File: config.mk
export PLATFORM = sky130hd
export DESIGN_NAME = bch_decode_ctrl
export DESIGN_NICKNAME = d
export VERILOG_FILES = /design/src/rtl/bch_decode_ctrl.sv
export SDC_FILE = /design/constraint.sdc
export NUM_CORES = 1
export LEC_CHECK = 0
export CORE_UTILIZATION = 45
export CTS_CLUSTER_DIAMETER = 200
export CTS_CLUSTER_SIZE = 28
export DETAILED_ROUTE_END_ITERATION = 12
export PLACE_DENSITY_LB_ADDON = 0.08
export SYNTH_ARGS = -nofsm -noshare
export SYNTH_HDL_FRONTEND = slang
export SYNTH_SLANG_ARGS = --single-unit
File: constraint.sdc
create_clock -name clk -period 2.1 [get_ports clk]
set_input_delay 0.21 -clock clk [delete_from_list [all_inputs] [get_ports clk]]
set_output_delay 0.21 -clock clk [all_outputs]
set_load 0.02 [all_outputs]
File: src/rtl/bch_decode_ctrl.sv
// BCH(15,7) t=2 decoder sequencer: captures a word, strobes the datapath, classifies/corrects, delivers.
// Latency: input handshake at cycle 0 -> out_valid at cycle 3+DP_LAT; one word in flight at a time.
// Backpressure: in_ready only in IDLE; result held stable in OUT until out_ready, no timeout.
module bch_decode_ctrl #(
  parameter int N      = 15,
  parameter int SW     = 4,
  parameter int DP_LAT = 2,
  parameter int CNT_W  = 16
) (
  input  logic              clk,
  input  logic              rst_n,
  input  logic              in_valid,
  output logic              in_ready,
  input  logic [N-1:0]      in_codeword,
  output logic              out_valid,
  input  logic              out_ready,
  output logic [N-1:0]      out_codeword,
  output logic [1:0]        out_status,
  output logic [N-1:0]      dp_codeword,
  output logic              dp_load,
  input  logic [3*SW-1:0]   dp_syndrome,
  input  logic [N-1:0]      dp_error_vector,
  input  logic              dp_error_found,
  input  logic              cnt_clear,
  output logic [CNT_W-1:0]  cnt_total,
  output logic [CNT_W-1:0]  cnt_corrected,
  output logic [CNT_W-1:0]  cnt_uncorr,
  output logic              busy
);

  typedef enum logic [2:0] {S_IDLE, S_LOAD, S_WAIT, S_EVAL, S_OUT} state_t;

  localparam int WCW = (DP_LAT > 1) ? $clog2(DP_LAT) : 1;
  localparam logic [WCW-1:0] WAIT_INIT = (DP_LAT > 0) ? WCW'(DP_LAT - 1) : '0;
  localparam int PW = $clog2(N + 1);
  localparam logic [CNT_W-1:0] CNT_MAX = '1;

  localparam logic [1:0] ST_CLEAN   = 2'b00;
  localparam logic [1:0] ST_CORR    = 2'b01;
  localparam logic [1:0] ST_UNCORR  = 2'b10;

  state_t           state_q, state_d;
  logic [N-1:0]     cw_q, cw_d;
  logic [WCW-1:0]   wait_q, wait_d;
  logic [N-1:0]     res_cw_q, res_cw_d;
  logic [1:0]       res_st_q, res_st_d;
  logic [CNT_W-1:0] tot_q, tot_d, corr_q, corr_d, unc_q, unc_d;

  logic             accept;
  logic             out_hs;
  logic [PW-1:0]    err_pop;

  function automatic logic [CNT_W-1:0] sat_inc(input logic [CNT_W-1:0] v);
    return (v == CNT_MAX) ? v : v + 1'b1;
  endfunction

  assign accept = in_valid && in_ready;
  assign out_hs = (state_q == S_OUT) && out_ready;

  // FSM state register
  always_ff @(posedge clk or negedge rst_n) begin
    if (!rst_n) state_q <= S_IDLE;
    else        state_q <= state_d;
  end

  // FSM next-state logic; WAIT is bypassed entirely when the datapath is combinational
  always_comb begin
    state_d = state_q;
    case (state_q)
      S_IDLE:  if (accept) state_d = S_LOAD;
      S_LOAD:  state_d = (DP_LAT == 0) ? S_EVAL : S_WAIT;
      S_WAIT:  if (wait_q == '0) state_d = S_EVAL;
      S_EVAL:  state_d = S_OUT;
      S_OUT:   if (out_ready) state_d = S_IDLE;
      default: state_d = S_IDLE;
    endcase
  end

  // FSM outputs; in_ready is masked by rst_n so it stays low while reset is held
  always_comb begin
    in_ready    = rst_n && (state_q == S_IDLE);
    dp_load     = (state_q == S_LOAD);
    dp_codeword = ((state_q == S_LOAD) || (state_q == S_WAIT) || (state_q == S_EVAL)) ? cw_q : '0;
    out_valid   = (state_q == S_OUT);
    busy        = (state_q != S_IDLE);
  end

  // Number of error locations reported by the Chien search
  always_comb begin
    err_pop = '0;
    for (int i = 0; i < N; i++) err_pop = err_pop + PW'(dp_error_vector[i]);
  end

  // Datapath next-state: capture, wait count, classification and saturating statistics
  always_comb begin
    cw_d     = cw_q;
    wait_d   = wait_q;
    res_cw_d = res_cw_q;
    res_st_d = res_st_q;
    tot_d    = tot_q;
    corr_d   = corr_q;
    unc_d    = unc_q;

    if (accept) cw_d = in_codeword;

    if (state_q == S_LOAD)                         wait_d = WAIT_INIT;
    else if (state_q == S_WAIT && wait_q != '0)    wait_d = wait_q - 1'b1;

    if (state_q == S_EVAL) begin
      if (dp_syndrome == '0) begin
        res_st_d = ST_CLEAN;
        res_cw_d = cw_q;
      end else if (dp_error_found && (err_pop == PW'(1) || err_pop == PW'(2))) begin
        res_st_d = ST_CORR;
        res_cw_d = cw_q ^ dp_error_vector;
      end else begin
        // More than t=2 errors (or a decoder failure): pass the word through untouched
        res_st_d = ST_UNCORR;
        res_cw_d = cw_q;
      end
    end

    // Clear takes priority over an increment in the same cycle
    if (cnt_clear) begin
      tot_d  = '0;
      corr_d = '0;
      unc_d  = '0;
    end else if (out_hs) begin
      tot_d = sat_inc(tot_q);
      if (res_st_q == ST_CORR)   corr_d = sat_inc(corr_q);
      if (res_st_q == ST_UNCORR) unc_d  = sat_inc(unc_q);
    end
  end

  // Datapath registers
  always_ff @(posedge clk or negedge rst_n) begin
    if (!rst_n) begin
      cw_q     <= '0;
      wait_q   <= '0;
      res_cw_q <= '0;
      res_st_q <= '0;
      tot_q    <= '0;
      corr_q   <= '0;
      unc_q    <= '0;
    end else begin
      cw_q     <= cw_d;
      wait_q   <= wait_d;
      res_cw_q <= res_cw_d;
      res_st_q <= res_st_d;
      tot_q    <= tot_d;
      corr_q   <= corr_d;
      unc_q    <= unc_d;
    end
  end

  assign out_codeword  = res_cw_q;
  assign out_status    = res_st_q;
  assign cnt_total     = tot_q;
  assign cnt_corrected = corr_q;
  assign cnt_uncorr    = unc_q;

endmodule

==> run metrics, run 1 <==
CTS Buf Count=9; CTS max path bufs=2; simple-gate area share of the yosys netlist=between 20% and 30%; largest family of logic cells by synthesized area=simple AND/OR/NAND/NOR gates; startpoint types=primary input; cell row count=36; hpwl dp=8.63 mm; area of the multi-input gates=around 2400 sq um; Ys Warns=0; Pleak=approximately 2.7 nW; number of synthesized register bits=84; clock skew=roughly 0.0057 ns; Via Count=just over 4000; Fin. Hold Viols=0; met2 Usage GRT=around 36%; min Tclk post-route=4.06 ns; Finished Layout Cells=773; CTS tree=done; Req. time, crit path=roughly 2.4 ns; CP startpoint=dp_error_vector[3]; Initial Utilization=47.3%; Clk Latency, worst-skew pair=~0.36 ns; IO Port Bufs=around 130; syn_area_per_cell=9.86 sq um; crit path kind=primary input to flip-flop; Die Outline Area=about 11000 sq um; critical hold path startpoint=dp_error_vector[7]; I/O Pins=between 100 and 150; prevailing post-synth register cell=dfrtp_1; status=finished with violations; actual slew at the worst max-slew pin=between 0.6 and 0.7 ns; final setup vio count=17; r2r startpoint=state_q[1]; number of max-cap violations=0; post-synthesis cell count=approximately 480; DRT antenna net count=0; FF+latch area=around 2100 sq um; Max FO, Critical Path=6; Chip Width=~100 um; # fillers=around 830; most frequent cells in the layout=106 x clkdlybuf4s50_1, 81 x dfrtp_1, 53 x nor2_1; Tot GR Track Use=around 22%; Post-DP Area=approximately 6300 sq um; Hold Path Class=primary input to flip-flop; asr flop ratio synth=100%; Slew HR=between 50% and 60%; dpl cells=approximately 750; share of cells above drive strength 1=between 10% and 20%; failing checks=setup timing; number of H-tree levels=3; initial antenna violation count=0; peak supply drop=around 0.76 mV; nets@finish=between 600 and 700; adder-cell share of the synthesized area=between 5 and 6%; DP Worst Slack=-2.90 ns; pwr dens=between 900 and 1000 nW/um^2; xor and xnor area share after synthesis=under 10%; # DRC=0; GRT overflow=0; global routing met1 resource utilization=approximately 29%; vias in the first global route=about 4000; final WL=~12 mm; Worst Setup End Kind=flip-flop; clk slew on worst S/H paths=about 0.090 ns; register area share after synthesis=44.6%; ant diodes=0; Clock Tree Root=clkbuf_8; Placer Congestion=0.803; Initial DRC Count=between 100 and 150; largest net degree at the start of global routing=49; data arrival time of the worst path=4.31 ns; post-route setup slack=-1.96 ns; Via density=between 5 and 6; finished layout cell area=6600 sq um; unrepaired setup endpoints after global routing=yes; TritonRoute pass-1 iters=6; GRT met3 Usage=~5.9%; Net Count, Synth=approximately 540; post-synthesis mux area share=4.25%; post-synthesis cell area=~4700 sq um; core area=around 10000 sq um; Yosys cell types=49; first-pass GRT wire length=about 19 mm; fmax=around 250 MHz; grt peak-use layer=met2; P&R area growth vs syn=40.1%; period utilization=193%; Compound-Gate Fraction of Synth Area=under 10%; die height=between 100 and 150 um; wire per inst=~15 um; Slew Limit Fails=0; Clock Sinks=84; most common cell after layout, fill and taps aside=clkdlybuf4s50_1; Post-synth EDFFs=0
## state kept, by name, summed over array words and instances (netlist names)
name,count
out_status,2
state_q,3
cnt_total,16
out_codeword,15
cw_q,15
cnt_uncorr,16
wait_q,1
cnt_corrected,16
## Yosys cell counts (all sizes together) (10+ instances only)
master,n,area [sq um]
nor3,10,50.1
nand2,35,134
xor2,20,175
fa,10,200
o21ai,23,115
nor2,54,205
buf,11,68.8
clkbuf,11,41.3
mux2,16,180
nor4,13,100
nand3,31,160
inv,30,113
dfrtp,84,2100
xnor2,32,280
and2,17,106
## metrics by stage
stage / util (%) / total power, W / TNS, ns / hold slack, ns
floorplan: - / 0.00402 / -35.63 / -0.0856
global placement: 63.8 / 0.00520 / -46.23 / 0.362
detailed placement: 63.8 / 0.00529 / -48.48 / 0.358
CTS: 66.2 / 0.00648 / -34.73 / 0.305
global route: 66.3 / 0.00681 / -35.16 / 0.356
finish: 66.3 / 0.00640 / -32.81 / 0.323
## worst max-delay path: stages
cell and delay [ns]:
buf_6 0.07, inv_2 0.03, fa_1 0.52, inv_1 0.05, fa_1 0.45, fa_1 0.51
inv_2 0.04, fa_1 0.51, inv_2 0.04, fa_2 0.36, inv_2 0.07, fa_2 0.45
xor2_2 0.18, a2111oi_4 0.26, buf_4 0.22, nand3_2 0.08, xor2_1 0.16, o21ai_1 0.08
## where the power goes
| part | internal [W] | total [W] | switching (W) |
|---|---|---|---|
| clock | 0.000593 | 0.00119 | 0.000599 |
| combinational | 0.00137 | 0.00290 | 0.00153 |
| sequential | 0.00198 | 0.00231 | 0.000333 |
## layer usage
metal	vias up	part of all wire, %
li1	1941	-
met1	1961	44
met2	121	49
met3	10	5.9
met4	0	0.93
met5	-	0
## cells by family after synthesis
| logic type | count (synthesis) |
|---|---|
| fa+ha+maj | 15 |
| compound gates | 57 |
| buf+inv | 52 |
| mux | 18 |
| simple gates | 200 |
| flops | 84 |
| xor+xnor | 52 |
## worst paths after layout
check / end / slack [ns] / cells after the start
setup / recovery: out_codeword[2] / -1.96 / 18
hold / removal: out_codeword[7] / 0.32 / 5
setup reg to reg: cnt_uncorr[6] / 0.25 / 5
hold reg to reg: out_codeword[14] / 0.50 / 2
max in group asynchronous: state_q[1] / 0.55 / 4
min in group asynchronous: cnt_total[1] / 0.50 / 3
## cell type report
| cell class | count | area share, % |
|---|---|---|
| Clock inverter | 2 | 0.227 |
| Inverter | 30 | 1.82 |
| Timing Repair Buffer | 168 | 23.9 |
| Clock buffer | 14 | 2.92 |
| Multi-Input combinational cell | 342 | 36.7 |
| Tap cell | 133 | 2.52 |
| Sequential cell | 84 | 31.9 |
## what timing repair did
item,in CTS,in global routing
endpoints found under the hold margin,36,0
pin swaps,12,6
resized for setup,59,5
setup endpoints to repair,35,20
buffers inserted,2,0
hold buffers,1,0
gates cloned,0,0
No activity file was read; power rests on OpenSTA's default activity.
==> inputs of run 2 (changes only) <==
Settings changed: DONT_BUFFER_PORTS set to 1.
==> run 2 against run 1 <==
Compared with the run above: the flow finishes with violations (hold timing, setup timing); first-iteration DRC count increased by 20%; utilization shrank 13 points; global-route usage fell by 1.4 points; critical endpoint is now out_codeword[3].
==> run metrics, run 2 (synthesis results as in run 1) <==
status=finished with violations (unchanged); failing checks=hold timing, setup timing (was setup timing); pwr dens=1050 nW/um^2 (was 969 nW/um^2); Power Total=0.00561 W (was 0.00640 W); die height=104 um (unchanged); largest net degree at the start of global routing=86 (was 49); actual slew at the worst max-slew pin=0.545 ns (was 0.614 ns); peak supply drop=0.602 mV (was 0.756 mV); unrepaired setup endpoints after global routing=yes (unchanged); startpoint types=primary input (unchanged); # DRC=0 (unchanged); Die Outline Area=10900 sq um (unchanged); Tot GR Track Use=20.7% (was 22.1%); GRT overflow=0 (unchanged); cell row count=36 (unchanged); finished layout cell area=5340 sq um (was 6600 sq um); vias in the first global route=3653 (was 3968); Clock Sinks=84 (unchanged); ant diodes=0 (unchanged); post-route setup slack=-1.82 ns (was -1.96 ns); period utilization=187% (was 193%); Initial Utilization=47.3% (unchanged); final setup vio count=17 (unchanged); IO Port Bufs=0 (was 131); final WL=10.8 mm (was 11.6 mm); utilization after layout=53.7% (was 66.3%); Slew HR=63.7% (was 59.1%); Initial DRC Count=144 (was 120); core area=9950 sq um (unchanged); Clk Latency, worst-skew pair=0.34 ns (was 0.36 ns); DRT antenna net count=0 (unchanged); Worst Setup End Kind=flip-flop (unchanged); clk slew on worst S/H paths=0.08 ns (was 0.09 ns); CTS max path bufs=2 (unchanged); nets@finish=574 (was 698); dpl cells=624 (was 754); CTS Buf Count=9 (unchanged); first-pass GRT wire length=18.1 mm (was 19.3 mm); CTS tree=done (unchanged); Finished Layout Cells=648 (was 773); Chip Width=104 um (unchanged); Min Hold Slack=-0.448 ns (was 0.323 ns); Pleak=2.21 nW (was 2.73 nW); min Tclk post-route=3.92 ns (was 4.06 ns); Via density=5.36 (was 5.22); data arrival time of the worst path=4.19 ns (was 4.31 ns); Req. time, crit path=2.36 ns (was 2.35 ns); initial antenna violation count=0 (unchanged); Slew Limit Fails=0 (unchanged); most common cell after layout, fill and taps aside=dfrtp_1 (was clkdlybuf4s50_1); Post-DP Area=5050 sq um (was 6350 sq um); wire per inst=16.6 um (was 15.0 um); Hold Path Class=primary input to asynchronous set/reset pin (was primary input to flip-flop); TritonRoute pass-1 iters=6 (unchanged); number of H-tree levels=3 (unchanged); crit path kind=primary input to flip-flop (unchanged); share of cells above drive strength 1=16.9% (about the same); P&R area growth vs syn=13.4% (was 40.1%); Fin. Hold Viols=84 (was 0); Clock Tree Root=clkbuf_8 (unchanged); Max FO, Critical Path=6 (unchanged); hpwl dp=7.77 mm (was 8.63 mm); most frequent cells in the layout=84 x dfrtp_1, 53 x nor2_1, 35 x buf_4 (was 106 x clkdlybuf4s50_1, 81 x dfrtp_1, 53 x nor2_1); clock skew=0.0123 ns (was 0.00568 ns); I/O Pins=132 (unchanged); Placer Congestion=0.807 (was 0.803); number of max-cap violations=0 (unchanged); Via Count=3471 (was 4033); fmax=255 MHz (was 246 MHz)
==> run 2: final timing paths <==
path                                     from              end  slack [ns]  depth (start not counted)
setup / recovery           dp_error_vector[0]  out_codeword[3]       -1.82                         17
hold / removal                          rst_n   cnt_uncorr[10]       -0.45                          0
setup reg to reg                   state_q[0]         cw_q[12]        0.17                          5
hold reg to reg                        wait_q           wait_q        0.52                          2
max in group asynchronous               rst_n          cw_q[8]        2.41                          0
min in group clk              in_codeword[10]         cw_q[10]        0.02                          1
==> run 2: cell type report <==
class                           count  area, sq um
Sequential cell                    84         2100
Multi-Input combinational cell    342         2410
Inverter                           30          120
Timing Repair Buffer               44          364
Clock buffer                       13          149
Clock inverter                      2         35.0
Fill cell                         923         4610
Tap cell                          133          166
==> run 2: layer usage <==
metal	up-vias	global-route usage, %	routed length [um]
li1	1698	-	-
met1	1666	26.3	4700
met2	94	33.7	5140
met3	13	5.76	744
met4	0	7.04	186
met5	-	0	0
==> run 2: power by group <==
part | switching [W] | total (W) | leakage [nW] | internal [W]
Clock | 0.000551 | 0.00113 | 0.0935 | 0.000577
Sequential | 0.000516 | 0.00249 | 1.11 | 0.00197
Combinational | 0.00115 | 0.00200 | 1.01 | 0.000850
==> run 2: worst max-delay path, cell delays in order <==
cell and delay [ns]:
inv_8 0.01, fa_1 0.52, inv_1 0.05, fa_1 0.47
fa_1 0.51, inv_1 0.05, fa_1 0.47, inv_1 0.05
fa_2 0.35, inv_2 0.06, fa_1 0.41, xor2_1 0.21
a2111oi_4 0.25, buf_4 0.20, nand3_1 0.09, xor2_1 0.16
o21ai_0 0.13
==> run 2: timing repair <==
| item | 4_1_cts | 5_1_grt |
|---|---|---|
| hold buffers | 2 | 6 |
| pin swaps | 1 | 0 |
| endpoints found under the setup margin | 17 | 19 |
| hold endpoints to repair | 130 | 90 |
| resized for setup | 1 | 2 |
| buffers inserted | 1 | 0 |
==> run 2: stage by stage <==
step | setup TNS, ns | setup slack [ns]
after CTS | -30.43 | -1.83
after detailed placement | -37.00 | -2.24
after global routing | -33.87 | -2.04
final | -30.40 | -1.82
after floorplan | -35.63 | -2.16
after global placement | -36.13 | -2.18
==> inputs of run 3 (changes only) <==
Settings changed: MAX_ROUTING_LAYER set to met4, SETUP_SLACK_MARGIN set to 0.5.
==> run 3 against run 2 <==
Compared with the run above: the run still ends with hold timing, setup timing left; combinational power grew 31%; worst hold slack lost 0.023 ns; first-iteration DRC count decreased by 24%; via count grew 9.2%; utilization increased by 13 points; total power rose by 13%; cell count up 7.1%; register-to-register slack better by 0.03 ns; sequential share of layout area fell by 7.2 points; global-route usage up 3.1 points; non-clock buffer count increased by 44; routed wire length rose by 17%; largest cell class unchanged.
==> run metrics, run 3 (synthesis results as in run 1) <==
status=finished with violations (unchanged); min Tclk post-route=3.92 ns (about the same); Tot GR Track Use=23.8% (was 20.7%); Slowest Stage Delay on Critical Path=0.53 ns (was 0.52 ns); Initial Utilization=47.3% (unchanged); Pleak=2.60 nW (was 2.21 nW); Max FO, Critical Path=6 (unchanged); die height=104 um (unchanged); wire per inst=18.1 um (was 16.6 um); fmax=255 MHz (about the same); cell row count=36 (unchanged); Die Outline Area=10900 sq um (unchanged); actual slew at the worst max-slew pin=0.481 ns (was 0.545 ns); TritonRoute pass-1 iters=6 (unchanged); startpoint types=primary input (unchanged); I/O Pins=132 (unchanged); Reg-to-Reg End=cw_q[8] (was cw_q[12]); Worst path slowest cell=fa_1 (unchanged); most common cell after layout, fill and taps aside=dfrtp_1 (unchanged); Clock Sinks=84 (unchanged); crit path kind=primary input to flip-flop (unchanged); DP Worst Slack=-2.23 ns (was -2.24 ns); CTS Buf Count=9 (unchanged); Crit path top cell by count=fa_1 (unchanged); # DRC=0 (unchanged); ant diodes=0 (unchanged); Min Hold Slack=-0.470 ns (was -0.448 ns); Hold Path Class=primary input to asynchronous set/reset pin (unchanged); core area=9950 sq um (unchanged); GRT overflow=0 (unchanged); Chip Width=104 um (unchanged); Req. time, crit path=2.34 ns (was 2.36 ns); initial antenna violation count=0 (unchanged); Via Count=3789 (was 3471); clk slew on worst S/H paths=0.09 ns (was 0.08 ns); Placer Congestion=0.845 (was 0.807); # fillers=760 (was 923); clock skew=0.00888 ns (was 0.0123 ns); Clock Tree Root=clkbuf_8 (unchanged); critical-path cell list=inv_8 -> fa_1 -> inv_1 -> fa_1 -> fa_1 -> inv_1 -> fa_1 -> inv_1 -> fa_2 -> inv_2 -> fa_1 -> xor2_1 -> a2111oi_4 -> buf_4 -> nand3_1 -> xor2_1 -> o21ai_1 (was inv_8 -> fa_1 -> inv_1 -> fa_1 -> fa_1 -> inv_1 -> fa_1 -> inv_1 -> fa_2 -> inv_2 -> fa_1 -> xor2_1 -> a2111oi_4 -> buf_4 -> nand3_1 -> xor2_1 -> o21ai_0); Initial DRC Count=110 (was 144); vias in the first global route=3748 (was 3653); Finished Layout Cells=694 (was 648); data arrival time of the worst path=4.17 ns (was 4.19 ns); largest net degree at the start of global routing=86 (unchanged); Via density=5.46 (was 5.36); unrepaired setup endpoints after global routing=yes (unchanged); reg2reg path depth=5 (unchanged); Clk Latency, worst-skew pair=0.37 ns (was 0.34 ns); R2R setup slack=0.20 ns (was 0.17 ns); CTS max path bufs=2 (unchanged); Slew Limit Fails=0 (unchanged); share of cells above drive strength 1=42.4% (was 16.9%); most frequent cells in the layout=58 x dfrtp_1, 45 x nor2_1, 42 x buf_4 (was 84 x dfrtp_1, 53 x nor2_1, 35 x buf_4); Slew HR=67.6% (was 63.7%); first-pass GRT wire length=19.8 mm (was 18.1 mm); period utilization=187% (about the same); cts hold-fix bufs=17 (was 2); pwr dens=951 nW/um^2 (was 1050 nW/um^2); post-route setup slack=-1.82 ns (about the same); hpwl dp=7.85 mm (was 7.77 mm); r2r startpoint=state_q[1] (was state_q[0]); failing checks=hold timing, setup timing (unchanged); nets@finish=619 (was 574); Fin. Hold Viols=84 (unchanged); number of max-cap violations=0 (unchanged); final WL=12.6 mm (was 10.8 mm); IO Port Bufs=0 (unchanged); peak supply drop=0.791 mV (was 0.602 mV); number of H-tree levels=3 (unchanged); Worst Setup End Kind=flip-flop (unchanged); P&R area growth vs syn=40.9% (was 13.4%); dpl cells=622 (was 624); DRT antenna net count=0 (unchanged); final setup vio count=17 (unchanged); CTS tree=done (unchanged)
## run 3: changes by cell type in the layout (fill, tap and decap cells not counted), sizes merged
| cell | before | now |
|---|---|---|
| dlygate4sd3 | 7 | 16 |
| buf | 37 | 72 |
| clkinv | 1 | 3 |
| clkbuf | 13 | 11 |
| nand2 | 35 | 36 |
| clkinvlp | 0 | 1 |
## run 3: worst max-delay path by stage
stage,from,end,slack (ns),cells past startpoint
detailed placement,dp_error_vector[0],out_codeword[11],-2.23,17
global route,dp_error_vector[1],out_codeword[14],-2.01,17
finish,dp_error_vector[0],out_codeword[1],-1.82,17
floorplan,dp_error_vector[0],out_codeword[12],-2.16,17
global placement,dp_error_vector[0],out_codeword[14],-2.16,17
CTS,dp_error_vector[0],out_codeword[14],-1.81,17
## run 3: final cells by class
type / count / area, sq um / area share, %
inverter: 30 / 120 / 1.81
multi-input combinational: 343 / 3180 / 47.8
tap: 133 / 166 / 2.51
clock buffer: 11 / 131 / 1.98
sequential: 84 / 2130 / 32.1
clock inverter: 5 / 52.6 / 0.791
timing repair buffer: 88 / 861 / 13.0
## run 3: layer usage
metal  part of all wire, %  global-route usage [%]  wire, um  up-vias
li1                      -                       -         -     1793
met1                    42                    29.5      5270     1879
met2                    50                    37.1      6290      105
met3                   7.1                    7.39       888       12
met4                   1.1                    7.65       143        0
met5                     0                       -         0        -
## run 3: worst max-delay path: cells and delay by family
family,cells,cell delay (ns)
adders and majority gates,6,2.74
buffers and inverters,6,0.43
xor gates and xnor gates,2,0.38
AOI/OAI and AO/OA,2,0.31
and+or+nand+nor,1,0.08
## run 3: through the flow
| stage | utilization (%) | total power (W) | hold WS (ns) | TNS (ns) | area, sq um |
|---|---|---|---|---|---|
| CTS | 63.0 | 0.00614 | -0.480 | -30.07 | 6270 |
| global route | 66.7 | 0.00670 | -0.490 | -33.14 | 6640 |
| global placement | 52.9 | 0.00443 | -0.0835 | -36.19 | 5270 |
| finish | 66.7 | 0.00632 | -0.470 | -30.16 | 6640 |
| floorplan | - | 0.00410 | -0.0856 | -35.63 | 5010 |
| detailed placement | 52.9 | 0.00449 | -0.0831 | -37.32 | 5270 |
## run 3: power by group
group / internal, W / switching, W
combinational: 0.00132 / 0.00131
sequential: 0.00197 / 0.000559
clock: 0.000545 / 0.000609
total: 0.00384 / 0.00248
## run 3: repair_timing
item	in CTS	in global routing
resized for setup	116	56
endpoints found under the setup margin	97	100
pin swaps	36	35
endpoints found under the hold margin	145	84
setup buffers	20	17
gates cloned	2	0
